==> src/rtl/fcmp_arb_ctrl.sv <==
// rtl/fcmp_arb_ctrl.sv - round-robin arbiter sequencing two requesters through one IEEE-754 FEQ/FLT/FLE compare
module fcmp_arb_ctrl #(
  parameter logic        RR_INIT    = 1'b0,
  parameter logic [31:0] CANON_QNAN = 32'h7FC0_0000
) (
  input  logic        CLK,
  input  logic        RST,
  input  logic        REQ0_VALID,
  output logic        REQ0_READY,
  input  logic [1:0]  REQ0_FUNCT,
  input  logic [31:0] REQ0_OP_A,
  input  logic [31:0] REQ0_OP_B,
  input  logic        REQ1_VALID,
  output logic        REQ1_READY,
  input  logic [1:0]  REQ1_FUNCT,
  input  logic [31:0] REQ1_OP_A,
  input  logic [31:0] REQ1_OP_B,
  output logic        RSP_VALID,
  input  logic        RSP_READY,
  output logic        RSP_ID,
  output logic [31:0] RSP_R,
  output logic        RSP_NV,
  output logic        BUSY
);

  typedef enum logic [1:0] {
    S_IDLE     = 2'd0,
    S_CLASSIFY = 2'd1,
    S_COMPARE  = 2'd2,
    S_RESP     = 2'd3
  } state_t;

  localparam logic [1:0] F_FLE = 2'b00;
  localparam logic [1:0] F_FLT = 2'b01;
  localparam logic [1:0] F_FEQ = 2'b10;

  state_t      state_q;
  logic        prio_q;
  logic        id_q;
  logic [1:0]  funct_q;
  logic [31:0] op_a_q;
  logic [31:0] op_b_q;
  logic        a_nan_q, a_snan_q, a_zero_q;
  logic        b_nan_q, b_snan_q, b_zero_q;
  logic        rsp_valid_q;
  logic        rsp_id_q;
  logic        rsp_r_q;
  logic        rsp_nv_q;

  function automatic logic is_nan(input logic [31:0] x);
    return (x == CANON_QNAN) || ((x[30:23] == 8'hFF) && (x[22:0] != 23'd0));
  endfunction

  function automatic logic is_snan(input logic [31:0] x);
    return is_nan(x) && !x[22];
  endfunction

  function automatic logic is_zero(input logic [31:0] x);
    return x[30:0] == 31'd0;
  endfunction

  // RST gates the grants so neither READY can rise while reset is held.
  logic idle;
  logic grant0;
  logic grant1;

  assign idle   = (state_q == S_IDLE) && RST;
  assign grant0 = idle && REQ0_VALID && (!REQ1_VALID || (prio_q == 1'b0));
  assign grant1 = idle && REQ1_VALID && (!REQ0_VALID || (prio_q == 1'b1));

  assign REQ0_READY = grant0;
  assign REQ1_READY = grant1;
  assign RSP_VALID  = rsp_valid_q;
  assign RSP_ID     = rsp_id_q;
  assign RSP_R      = {31'd0, rsp_r_q};
  assign RSP_NV     = rsp_nv_q;
  assign BUSY       = (state_q != S_IDLE);

  logic any_nan;
  logic any_snan;
  logic eq_d;
  logic lt_d;
  logic r_d;
  logic nv_d;

  always_comb begin
    any_nan  = a_nan_q || b_nan_q;
    any_snan = a_snan_q || b_snan_q;
    eq_d     = 1'b0;
    lt_d     = 1'b0;
    r_d      = 1'b0;
    nv_d     = 1'b0;

    // Sign-magnitude order: for two negatives the larger magnitude is the smaller value.
    if (a_zero_q && b_zero_q) begin
      eq_d = 1'b1;
      lt_d = 1'b0;
    end else begin
      eq_d = (op_a_q == op_b_q);
      if (op_a_q[31] != op_b_q[31]) begin
        lt_d = op_a_q[31];
      end else if (!op_a_q[31]) begin
        lt_d = op_a_q[30:0] < op_b_q[30:0];
      end else begin
        lt_d = op_a_q[30:0] > op_b_q[30:0];
      end
    end

    case (funct_q)
      F_FLE: begin
        r_d  = lt_d || eq_d;
        nv_d = any_nan;
      end
      F_FLT: begin
        r_d  = lt_d;
        nv_d = any_nan;
      end
      F_FEQ: begin
        r_d  = eq_d;
        nv_d = any_snan;
      end
      default: begin
        r_d  = 1'b0;
        nv_d = 1'b1;
      end
    endcase

    if (any_nan) begin
      r_d = 1'b0;
    end
  end

  always_ff @(posedge CLK or negedge RST) begin
    if (!RST) begin
      state_q     <= S_IDLE;
      prio_q      <= RR_INIT;
      id_q        <= 1'b0;
      funct_q     <= 2'b00;
      op_a_q      <= 32'd0;
      op_b_q      <= 32'd0;
      a_nan_q     <= 1'b0;
      a_snan_q    <= 1'b0;
      a_zero_q    <= 1'b0;
      b_nan_q     <= 1'b0;
      b_snan_q    <= 1'b0;
      b_zero_q    <= 1'b0;
      rsp_valid_q <= 1'b0;
      rsp_id_q    <= 1'b0;
      rsp_r_q     <= 1'b0;
      rsp_nv_q    <= 1'b0;
    end else begin
      case (state_q)
        S_IDLE: begin
          if (grant0 || grant1) begin
            op_a_q  <= grant1 ? REQ1_OP_A : REQ0_OP_A;
            op_b_q  <= grant1 ? REQ1_OP_B : REQ0_OP_B;
            funct_q <= grant1 ? REQ1_FUNCT : REQ0_FUNCT;
            id_q    <= grant1;
            prio_q  <= grant0;
            state_q <= S_CLASSIFY;
          end
        end
        S_CLASSIFY: begin
          a_nan_q  <= is_nan(op_a_q);
          a_snan_q <= is_snan(op_a_q);
          a_zero_q <= is_zero(op_a_q);
          b_nan_q  <= is_nan(op_b_q);
          b_snan_q <= is_snan(op_b_q);
          b_zero_q <= is_zero(op_b_q);
          state_q  <= S_COMPARE;
        end
        S_COMPARE: begin
          rsp_r_q     <= r_d;
          rsp_nv_q    <= nv_d;
          rsp_id_q    <= id_q;
          rsp_valid_q <= 1'b1;
          state_q     <= S_RESP;
        end
        S_RESP: begin
          if (RSP_READY) begin
            rsp_valid_q <= 1'b0;
            state_q     <= S_IDLE;
          end
        end
        default: state_q <= S_IDLE;
      endcase
    end
  end

endmodule

==> config.mk <==
export PLATFORM = sky130hd
export DESIGN_NAME = fcmp_arb_ctrl
export DESIGN_NICKNAME = d
export VERILOG_FILES = /design/src/rtl/fcmp_arb_ctrl.sv
export SDC_FILE = /design/constraint.sdc
export NUM_CORES = 1
export LEC_CHECK = 0
export ABC_AREA = 1
export BUFFER_PORTS_ARGS = -buffer_cell sky130_fd_sc_hd__buf_2
export CORE_ASPECT_RATIO = 0.5
export CORE_UTILIZATION = 45
export CTS_CLUSTER_SIZE = 16
export DETAILED_ROUTE_END_ITERATION = 7
export PLACE_DENSITY = 0.82
export SLEW_MARGIN = 20
export SYNTH_ARGS = -nofsm -noshare
export SYNTH_HDL_FRONTEND = slang
export SYNTH_SLANG_ARGS = --single-unit
==> constraint.sdc <==
create_clock -name CLK -period 2 [get_ports CLK]
set_input_delay 0.1 -clock CLK [delete_from_list [all_inputs] [get_ports CLK]]
set_output_delay 0.1 -clock CLK [all_outputs]
set_load 0.03 [all_outputs]
* After elaboration in Yosys (flattened, before gate mapping)
Index checks and enable logic that the tools add are counted.
** Cells by class
- Order comparisons :: 2
- Equal/unequal tests :: 13
- Muxes and demuxes :: 15
- Bitwise gates (word level) :: 1
- Reduce and logical (&&, ||, !) cells :: 34
** Operators by type and width (number)
- $eq A32 B31 Y1 const B :: 2
- $mux W32 :: 2
- $logic_not A31 Y1 :: 2
- $reduce_bool A23 Y1 :: 2
- $eq A32 B32 Y1 :: 1
- $gt A31 B31 Y1 :: 1
- $lt A31 B31 Y1 :: 1
- $eq A8 B8 Y1 const B :: 2
- $logic_and A1 B1 Y1 :: 10
- $logic_or A1 B1 Y1 :: 8
- $pmux W2 S4 :: 1
- $eq A2 B2 Y1 const B :: 3
- $mux W1 :: 6
- $mux W2 :: 3
- $reduce_and A2 Y1 :: 3
- $eq A2 B1 Y1 const B :: 2
- $logic_not A1 Y1 :: 4
- $logic_not A2 Y1 :: 2
- $pmux W1 S2 :: 2
- $reduce_bool A2 Y1 :: 2
- $pmux W1 S3 :: 1
- $ne A2 B1 Y1 const B :: 1
- $ne A2 B2 Y1 const B :: 1
- $reduce_or A2 Y1 :: 1
- 2 further kinds :: 2
** Storage, ports and cells
- Bits in registers :: 80
- Input port bits :: 137
- Output and inout port bits :: 38
- Word-level logic and storage cells :: 81

* Depth between registers and ports, before layout
Gate-level depths: netlist of run 1.
- Word-level depth :: 7
- Gate-level depth with buffers :: 17
- Gate-level depth less buffers :: 17

* Worst setup path before layout of run 1
Ideal clock, no wire load.
- Kind :: register -> register
- From :: register state_q[0]
- To :: register op_b_q[17]
- Setup time :: 82 ps
- Arrival time :: 1626 ps
- Required time :: 1918 ps
- Path slack :: 292 ps
- Stages on the path, launching flop included :: 10
- Path buffers :: 1
- Period minus slack after synthesis :: 1708 ps
- Cells stage by stage :: dfrtp_1 > inv_1 > ha_1 > nand2_1 > inv_2 > o211ai_2 > inv_1 > clkbuf_1 > nor2_1 > o22ai_1
** On the way
- Cells in the longest elaborated chain, start to end :: 6
- Elaborated cells on any way between the ends :: 9
- Those cells by class :: 1 x mux; 8 x reduce/logical
** RTL lines
- from (decl) :: RTL line 37 : state_t state_q;
- from (signal assigned) :: RTL line 135 : state_q <= S_IDLE;
- from (signal assigned) :: RTL line 160 : state_q <= S_CLASSIFY;
- from (signal assigned) :: RTL line 170 : state_q <= S_COMPARE;
- $logic_not A2 Y1 * :: RTL line 67 : assign idle = (state_q == S_IDLE) && RST;
- $logic_and A1 B1 Y1 * :: RTL line 67
- $logic_and A1 B1 Y1 * (2 in a row) :: RTL line 69 : assign grant1 = idle && REQ1_VALID && (!REQ0_VALID || (prio_q == 1'b1));
- net REQ1_READY :: RTL line 14 : output logic REQ1_READY,
- $logic_or A1 B1 Y1 :: RTL line 154 : if (grant0 || grant1) begin
- $reduce_and A2 Y1 (no line)
- to (signal assigned) :: RTL line 156 : op_b_q <= grant1 ? REQ1_OP_B : REQ0_OP_B;
- to (decl) :: RTL line 42 : logic [31:0] op_b_q;
The timed path passes the listed nets; every way through them passes the cells marked *.
A chain may end at the register's enable or synchronous reset.

* Worst setup path after layout of run 1
- From :: register state_q[1]
- To :: output port REQ0_READY
** On the way
- Cells in the longest elaborated chain, start to end :: 4
** RTL lines
- $logic_not A2 Y1 :: RTL line 67
- $logic_and A1 B1 Y1 :: RTL line 67
- $logic_and A1 B1 Y1 (2 in a row) :: RTL line 68 : assign grant0 = idle && REQ0_VALID && (!REQ1_VALID || (prio_q == 1'b0));
- to (decl) :: RTL line 9 : output logic REQ0_READY,
Every way passes these cells.

==> results of run 1 <==
-- metrics by stage --
stage	setup TNS [ps]	hold WS [ps]	util	std cells
after global routing	-28.8	10.8	0.583	903
after detailed placement	0	370	0.544	884
final	0	-49.0	0.583	903
after CTS	0	13.5	0.577	900
after floorplan	0	-196	-	653
after global placement	0	366	0.544	884
-- cell usage in the layout, fill, tap and decap left out, types with 2 or more instances in the layout --
cell type  netlist  routed
a21oi_1         14      14
ha_4             0       2
conb_1           1      31
inv_1           79      77
o21ai_0         71      70
nand2_1         74      73
bufinv_16        0       3
o21ai_1         13      14
nor2_1          77      74
nand3_1         26      26
clkinv_2         0       2
dfrtp_1         80      79
nor4_1           7       7
o31ai_1          2       2
clkbuf_16        0       9
o22ai_1         52      52
buf_4           34       8
a21o_1           2       2
buf_2           15     141
buf_12           0       4
nor3_1           9       9
inv_2            1       3
nor2_2           0       3
nand4_1         12      12
ha_1            36      34
buf_6            4       2
-- worst paths after layout --
path	slack, ps	endpoint	start	depth (start not counted)
setup / recovery	130	REQ0_READY	state_q[1]	8
hold / removal	-50	op_a_q[20]	RST	2
setup reg to reg	180	rsp_r_q	op_b_q[13]	16
hold reg to reg	470	RSP_ID	RSP_ID	2
max in group asynchronous	1540	op_a_q[4]	RST	2
min in group CLK	10	op_a_q[21]	REQ0_OP_A[21]	3
-- where the power goes --
group	internal [W]	switching [W]	leakage [nW]	total (W)
Clock	0.00122	0.000671	0.162	0.00189
Sequential	0.00236	0.000518	0.987	0.00288
Combinational	0.00156	0.00246	1.97	0.00402
Total	0.00513	0.00365	3.12	0.00879
-- kinds of logic after synthesis --
logic type               count (synthesis)  synth area share
AO/OA/AOI/OAI                          157             0.179
XOR/XNOR                                 1           0.00178
adder cells (fa/ha/maj)                 36            0.0915
buffers and inverters                  142             0.144
flip-flops                              80             0.407
other                                    1          0.000761
AND/OR/NAND/NOR                        206             0.177
-- sequential cells by signal, summed over array words and instances, names as in the netlist --
name and count:
a_snan_q 1, b_nan_q 1, op_b_q 32, rsp_r_q 1, b_snan_q 1, funct_q 2
a_nan_q 1, state_q 2, id_q 1, a_zero_q 1, RSP_NV 1, prio_q 1
op_a_q 32, RSP_VALID 1, RSP_ID 1, b_zero_q 1
-- layer usage --
layer / part of all wire / wire, um
met1: 0.45 / 6150
met2: 0.46 / 6290
met3: 0.077 / 1050
met4: 0.014 / 195
met5: 0 / 0
-- timing repair --
action | 4_1_cts | 5_1_grt
pin swaps | 0 | 5
buffers inserted | 0 | 3
gates resized for setup | 2 | 10
cloned | 0 | 0
endpoints found under the setup margin | 1 | 13
-- critical path, cell delays in order (launching register included) --
cell and delay (ps):
dfrtp_1 400, inv_1 120, ha_1 180, nand2_1 60, inv_2 80, nand3_2 100, buf_4 220, inv_1 70
buf_2 180
-- layout make-up --
cell class,count,area [um^2]
fillers,928,4340
inverters,80,300
well taps,140,175
clock inverters,6,108
multi-input cells,431,2370
clock buffers,10,229
flip-flops and latches,80,2000
repair buffers,156,883
==> out/qor.yml, run 1 <==
post-route-period-util: 0.935
synth_area_leaders: "dfrtp_1, ha_1, o21ai_0"
worst_pin_slew_ps: 729
nets: 931
totalWireLength_um: 13700
setup_viol: 0
rows: 26
finalHoldViolCount: 80
synth_area_um2: 4920
crit_arrival_ps: 1770
first_pass_iters: 7
placed_cell_area_um2: 5660
async_flop_share: 1.00
postCtsHoldBufs: 0
seq_area_frac_synth: 0.407
synth.avg_cell_area_um2: 7.90
drtAntennaViolNets: 0
skew_ps: 5.57
io_buffers: 143
path_clk_slew_ps: 60
stdcell_area_um2: 6070
die_w_um: 150
synth-edff-count: 0
slew_violations: 0
fmax_mhz: 535
syn2layout_area_growth_pct: 23.3
synth_top_area_cell: "dfrtp_1"
io_pins: 175
worst_setup_path_end_kind: "output port"
syn_inst: 623
netlist.area_leader.share: 0.407
grt_pass1_wl_um: 21600
viasPerCell: 5.33
crit_fanout: 17
yosys.cell_count.top_type: "dfrtp_1"
start_util: 0.473
finalPower_w: 0.00879
drive_gt1_frac: 0.241
synth-seq-cells: 80
grtUsageMet1: 0.338
fin_crit_ps: 1870
rsz0062_at_grt: "yes"
hp-class: "primary input to async pin"
ys_types: 26
cts.sink_count: 80
avgRoutedWirePerCell_um: 15.2
gp_congestion: 0.897
dp_slack_ps: 143
via_count: 4816
drt-initial-drc-count: 406
grt-ovfl-total: 0
crit_required_ps: 1900
die_area_um2: 11400
hold_ws_ps: -49.0
violations: "negative hold slack"
yosysWarnings: 0
clock_latency_ps: 340
synth_common_cells: "dfrtp_1, inv_1, nor2_1"
path_class: "flop to output port"
clock_path_buffers: 2
leakagePower_nw: 3.12
vdd.ir_drop.worst_mv: 0.582
cts_tree: "built"
worst_slack_ps: 130
first_global_vias: 4443
met2_usage: 0.379
antenna_found_initial: 0
slew_headroom: 0.514
power.density_nw_per_um2: 1450
dp_hpwl_um: 10100
core-area_um2: 10400
grt-busiest-layer: "met2"
diodes: 0
fp.dieH_um: 76.0
post-route-drc-count: 0
use_met3: 0.0641
drv_cap: 0
track_usage: 0.245
status: "complete, but fails checks"
clock-root-buffer: "clkbuf_16"
htree_num_levels: 3
synth-main-ff-cell: "dfrtp_1"
startpoint_type: "flop"
numCtsBuffers: 9
grt_max_degree: 81
(Power assumes the default switching activity.)
==> run 2, diff against run 1 <==
--- a/config.mk
+++ b/config.mk
@@ -11,7 +11,7 @@
 export CORE_UTILIZATION = 45
 export CTS_CLUSTER_SIZE = 16
 export DETAILED_ROUTE_END_ITERATION = 7
-export PLACE_DENSITY = 0.82
+export PLACE_DENSITY = 0.71
 export SLEW_MARGIN = 20
 export SYNTH_ARGS = -nofsm -noshare
 export SYNTH_HDL_FRONTEND = slang
==> run 2 against run 1 <==
- the flow still finishes with violations (negative hold slack)
- die area unchanged
- combinational power up 1%
- sequential cell count unchanged
- critical path depth up 5
- final cell count down 0.11%
- first-iteration DRC count down 23%
- register-to-register slack worse by 90 ps
- sequential share of layout area about the same
- sequential power about the same
- worst setup slack worse by 44 ps
- clock skew about the same
- power down 4.4%
- critical path type is now flop to flop
- largest cell class unchanged
- largest power group unchanged
==> out/qor.yml, run 2 (synthesis results as in run 1) <==
nets: 932
path_class: "flop to flop"
skew_ps: 5.93
diodes: 0
gp_congestion: 0.868
clock_latency_ps: 340
slew_headroom: 0.510
final_common_cell: "buf_2"
path_clk_slew_ps: 60
drt-initial-drc-count: 311
clock-root-buffer: "clkbuf_16"
crit_arrival_ps: 2140
fillers: 970
viasPerCell: 5.21
cts_tree: "built"
power.density_nw_per_um2: 1390
htree_num_levels: 3
worst_slack_ps: 85.7
fin_crit_ps: 1910
vdd.ir_drop.worst_mv: 0.458
start_util: 0.473
leakagePower_nw: 3.10
rows: 26
hold_ws_ps: -60.6
fp.dieH_um: 76.0
antenna_found_initial: 0
grt_max_degree: 81
post-route-drc-count: 0
setup_viol: 0
drv_cap: 0
dp_hpwl_um: 9930
numCtsBuffers: 9
drtAntennaViolNets: 0
die_w_um: 150
syn2layout_area_growth_pct: 23.1
io_buffers: 143
crit_required_ps: 2220
post-route-period-util: 0.957
postCtsHoldBufs: 0
drive_gt1_frac: 0.247
finalPower_w: 0.00840
slew_violations: 0
rsz0062_at_grt: "yes"
finalHoldViolCount: 80
first_pass_iters: 5
final_cell_mix: "buf_2, dfrtp_1, inv_1, nor2_1, nand2_1"
cts.sink_count: 80
dp_slack_ps: 136
worst_setup_path_end_kind: "flop"
io_pins: 175
crit_fanout: 3
violations: "negative hold slack"
totalWireLength_um: 13300
worst_pin_slew_ps: 734
via_count: 4703
first_global_vias: 4385
grt_pass1_wl_um: 21400
track_usage: 0.239
startpoint_type: "flop"
clock_path_buffers: 2
hp-class: "primary input to async pin"
status: "complete, but fails checks"
grt-ovfl-total: 0
core-area_um2: 10400
avgRoutedWirePerCell_um: 14.8
fmax_mhz: 522
top_regs: "op_a_q x32, op_b_q x32"
die_area_um2: 11400
==> run 2: cell types whose count changed in the layout (fill, tap and decap cells not counted), sizes merged <==
cell,before,now
bufinv,3,0
clkinv,2,1
clkinvlp,1,0
clkbuf,10,13
bufbuf,0,1
==> run 2: through the flow <==
step           instances  utilization  area (um^2)  TNS (ps)
4_1_cts              899        0.576         6000         0
2_1_floorplan        653            -         5040         0
3_5_place_dp         884        0.548         5700         0
5_1_grt              902        0.582         6060     -61.3
6_report             902        0.582         6060         0
3_3_place_gp         884        0.548         5700         0
==> run 2: repair_timing <==
| item | CTS | global route |
|---|---|---|
| cloned | 1 | 0 |
| pin swaps | 0 | 5 |
| buffers inserted | 0 | 3 |
| setup endpoints to repair | 1 | 3 |
| resized for setup | 3 | 14 |
==> run 2: where the power goes <==
group / switching, W / leakage [nW] / internal [W]
Combinational: 0.00244 / 1.99 / 0.00162
Sequential: 0.000509 / 0.989 / 0.00236
Clock: 0.000617 / 0.126 / 0.000860
==> run 2: critical path: stages, from the launching register on <==
cell	delay [ps]
dfrtp_1	350
inv_1	90
ha_1	310
nand2_1	90
nor2_2	120
nand4_1	190
nor2_1	140
nand4_1	160
nand2_1	100
nand2_1	50
nand2_1	60
nand2_1	50
nand2_1	50
nand2_1	50
==> run 2: per-layer routing <==
layer  track usage  wire (um)  vias to the layer above
met5             0          0                        -
met4        0.0414         78                        0
met3        0.0419        698                        9
met2         0.363       6020                      148
met1         0.359       6520                     2234
li1              -          -                     2312
==> run 2: final timing paths <==
| check | start | end | slack, ps | depth (start not counted) |
|---|---|---|---|---|
| min | RST | op_a_q[19] | -60 | 2 |
| min in group CLK | REQ0_OP_A[29] | op_a_q[29] | 20 | 3 |
| min reg2reg | a_nan_q | a_nan_q | 480 | 2 |
| max | op_b_q[22] | rsp_r_q | 90 | 13 |
| max in group asynchronous | RST | op_b_q[3] | 1570 | 2 |
| max reg2reg | op_b_q[22] | rsp_r_q | 90 | 13 |
==> run 2: cell type report <==
| type | count | area (um^2) | share of cell area |
|---|---|---|---|
| inverter | 80 | 303 | 0.0499 |
| clock buffer | 13 | 250 | 0.0413 |
| tap | 140 | 175 | 0.0289 |
| timing repair buffer | 157 | 942 | 0.155 |
| clock inverter | 1 | 5.00 | 0.000825 |
| sequential | 80 | 2000 | 0.330 |
| multi-input combinational | 431 | 2390 | 0.394 |
==> run 3, diff against run 2 <==
--- a/config.mk
+++ b/config.mk
@@ -11,7 +11,7 @@
 export CORE_UTILIZATION = 45
 export CTS_CLUSTER_SIZE = 16
 export DETAILED_ROUTE_END_ITERATION = 7
-export PLACE_DENSITY = 0.71
+export PLACE_DENSITY = 0.7
 export SLEW_MARGIN = 20
 export SYNTH_ARGS = -nofsm -noshare
 export SYNTH_HDL_FRONTEND = slang
==> run 3 against run 2 <==
- the run now ends clean
- register-to-register slack worse by 30 ps
- final area up 0.35%
- clock power rose by 18%
- clock skew is 0.89 ps lower
- non-clock buffer count increased by 4
==> out/qor.yml, run 3 (synthesis results as in run 1) <==
fmax_mhz: 514
finalHoldViolCount: 0
grt_pass1_wl_um: 21300
syn2layout_area_growth_pct: 23.6
post-route-period-util: 0.972
path_class: "flop to flop"
track_usage: 0.240
fillers: 975
combPwrFrac: 0.464
leakagePower_nw: 3.13
hp-class: "primary input to flop"
crit_arrival_ps: 2220
setup_viol: 0
slew_violations: 0
post-route-drc-count: 0
worstSetupStartpoint: "op_a_q[22]"
io_pins: 175
stdcell_area_um2: 6080
finalPower_w: 0.00857
pwr-share-seq: 0.332
cts.sink_count: 80
power.share.switching: 0.413
final_cell_mix: "buf_2, dfrtp_1, inv_1"
grt_max_degree: 81
drt-initial-drc-count: 343
power_switching_w: 0.00354
vdd.ir_drop.worst_mv: 0.537
worst_slack_ps: 56.1
clockPowerShare: 0.204
worst_pin_slew_ps: 739
first_global_vias: 4413
nets: 936
startpoint_type: "flop"
io_buffers: 143
fp.dieH_um: 76.0
r2r_setup_slack_ps: 60
clock_path_buffers: 2
numCtsBuffers: 9
crit_path_cell_trace: "ha_1 -> nand2_1 -> nor2_2 -> nand4_1 -> nor2_1 -> nand4_1 -> o21ai_1 -> nand2_1 -> nand2_1 -> nand2_1 -> nand2_1"
clock-root-buffer: "clkbuf_16"
critical_path_depth: 11
worst_setup_path_end_kind: "flop"
crit_family: "simple AND/OR/NAND/NOR gates"
p_int_w: 0.00503
setup_tns_ps: 0
crit_fanout: 4
dp_hpwl_um: 9990
crit_top_cell: "nand2_1"
crit_path_end: "rsp_r_q"
rsz0062_at_grt: "yes"
path_clk_slew_ps: 60
first_pass_iters: 5
final_common_cell: "buf_2"
reg2reg_depth: 11
viasPerCell: 5.12
slew_headroom: 0.507
status: "completed"
timing.rr.start: "op_a_q[22]"
htree_num_levels: 3
critPathSlowestCell: "dfrtp_2"
drtAntennaViolNets: 0
diodes: 0
max_stage_delay_ps: 440
power.density_nw_per_um2: 1410
via_count: 4652
grt-ovfl-total: 0
die_area_um2: 11400
core-area_um2: 10400
clock_latency_ps: 340
rows: 26
antenna_found_initial: 0
dp_slack_ps: 73.1
avgRoutedWirePerCell_um: 14.4
start_util: 0.473
fin_crit_ps: 1940
placed_cell_area_um2: 5680
skew_ps: 5.04
worstReg2RegEnd: "rsp_r_q"
crit_required_ps: 2280
top_regs: "op_a_q x32, op_b_q x32"
drive_gt1_frac: 0.247
totalWireLength_um: 13000
gp_congestion: 0.904
drv_cap: 0
path_buf_inv: 0
die_w_um: 150
cts_tree: "built"
## run 3: cell types whose count changed in the layout (fill, tap and decap cells not counted), sizes merged
cell,before,now
bufinv,0,2
dlygate4sd3,0,1
buf,156,160
bufbuf,1,0
clkinv,1,2
clkbuf,13,11
clkinvlp,0,1
## run 3: timing repair
action | 4_1_cts | 5_1_grt
cloned | 0 | 0
pin swaps | 1 | 3
hold endpoints to repair | 0 | 21
hold buffers | 0 | 1
setup endpoints to repair | 1 | 6
resized for setup | 4 | 10
buffers inserted | 3 | 3
## run 3: routing by layer
metal,share of wire,wire (um),global-route usage,vias to the layer above
met5,0.0029,38,0.0273,-
met2,0.45,5840,0.365,146
met1,0.48,6330,0.340,2163
met4,0.012,161,0.0626,2
met3,0.052,682,0.0563,18
li1,-,-,-,2323
## run 3: power groups by stage
stage               clock, W  combinational (W)  sequential (W)
floorplan                  0            0.00286         0.00276
global placement           0            0.00370         0.00285
detailed placement         0            0.00382         0.00287
CTS                  0.00176            0.00387         0.00284
global route         0.00184            0.00457         0.00293
finish               0.00175            0.00397         0.00285
## run 3: cell type report
type	count	area (um^2)	share of cell area
well taps	140	175	0.0288
inverters	80	300	0.0494
repair buffers	161	932	0.153
clock inverters	5	81.3	0.0134
flip-flops and latches	80	2000	0.329
multi-input cells	431	2360	0.388
clock buffers	11	233	0.0382
## run 3: metrics by stage
stage / cells / hold slack, ps / util
floorplan: 653 / -196 / -
global placement: 885 / 364 / 0.546
detailed placement: 885 / 370 / 0.546
CTS: 904 / 18.5 / 0.579
global route: 908 / 26.4 / 0.584
finish: 908 / 19.9 / 0.584
## run 3: tightest hold or removal path: cells and delay by family
kind,cells,cell delay (ps)
AO/OA/AOI/OAI,1,110
buffers and inverters,1,70
AND/OR/NAND/NOR,1,30
## run 3: worst min-delay path by stage
stage | to | slack, ps | depth (start not counted) | startpoint
after floorplan | RSP_ID | -200 | 0 | RST
after global routing | op_b_q[4] | 30 | 3 | REQ0_OP_B[4]
final | op_b_q[31] | 20 | 3 | REQ0_OP_B[31]
after CTS | op_b_q[31] | 20 | 3 | REQ0_OP_B[31]
after global placement | op_b_q[31] | 360 | 3 | REQ0_OP_B[31]
after detailed placement | op_b_q[15] | 370 | 3 | REQ0_OP_B[15]
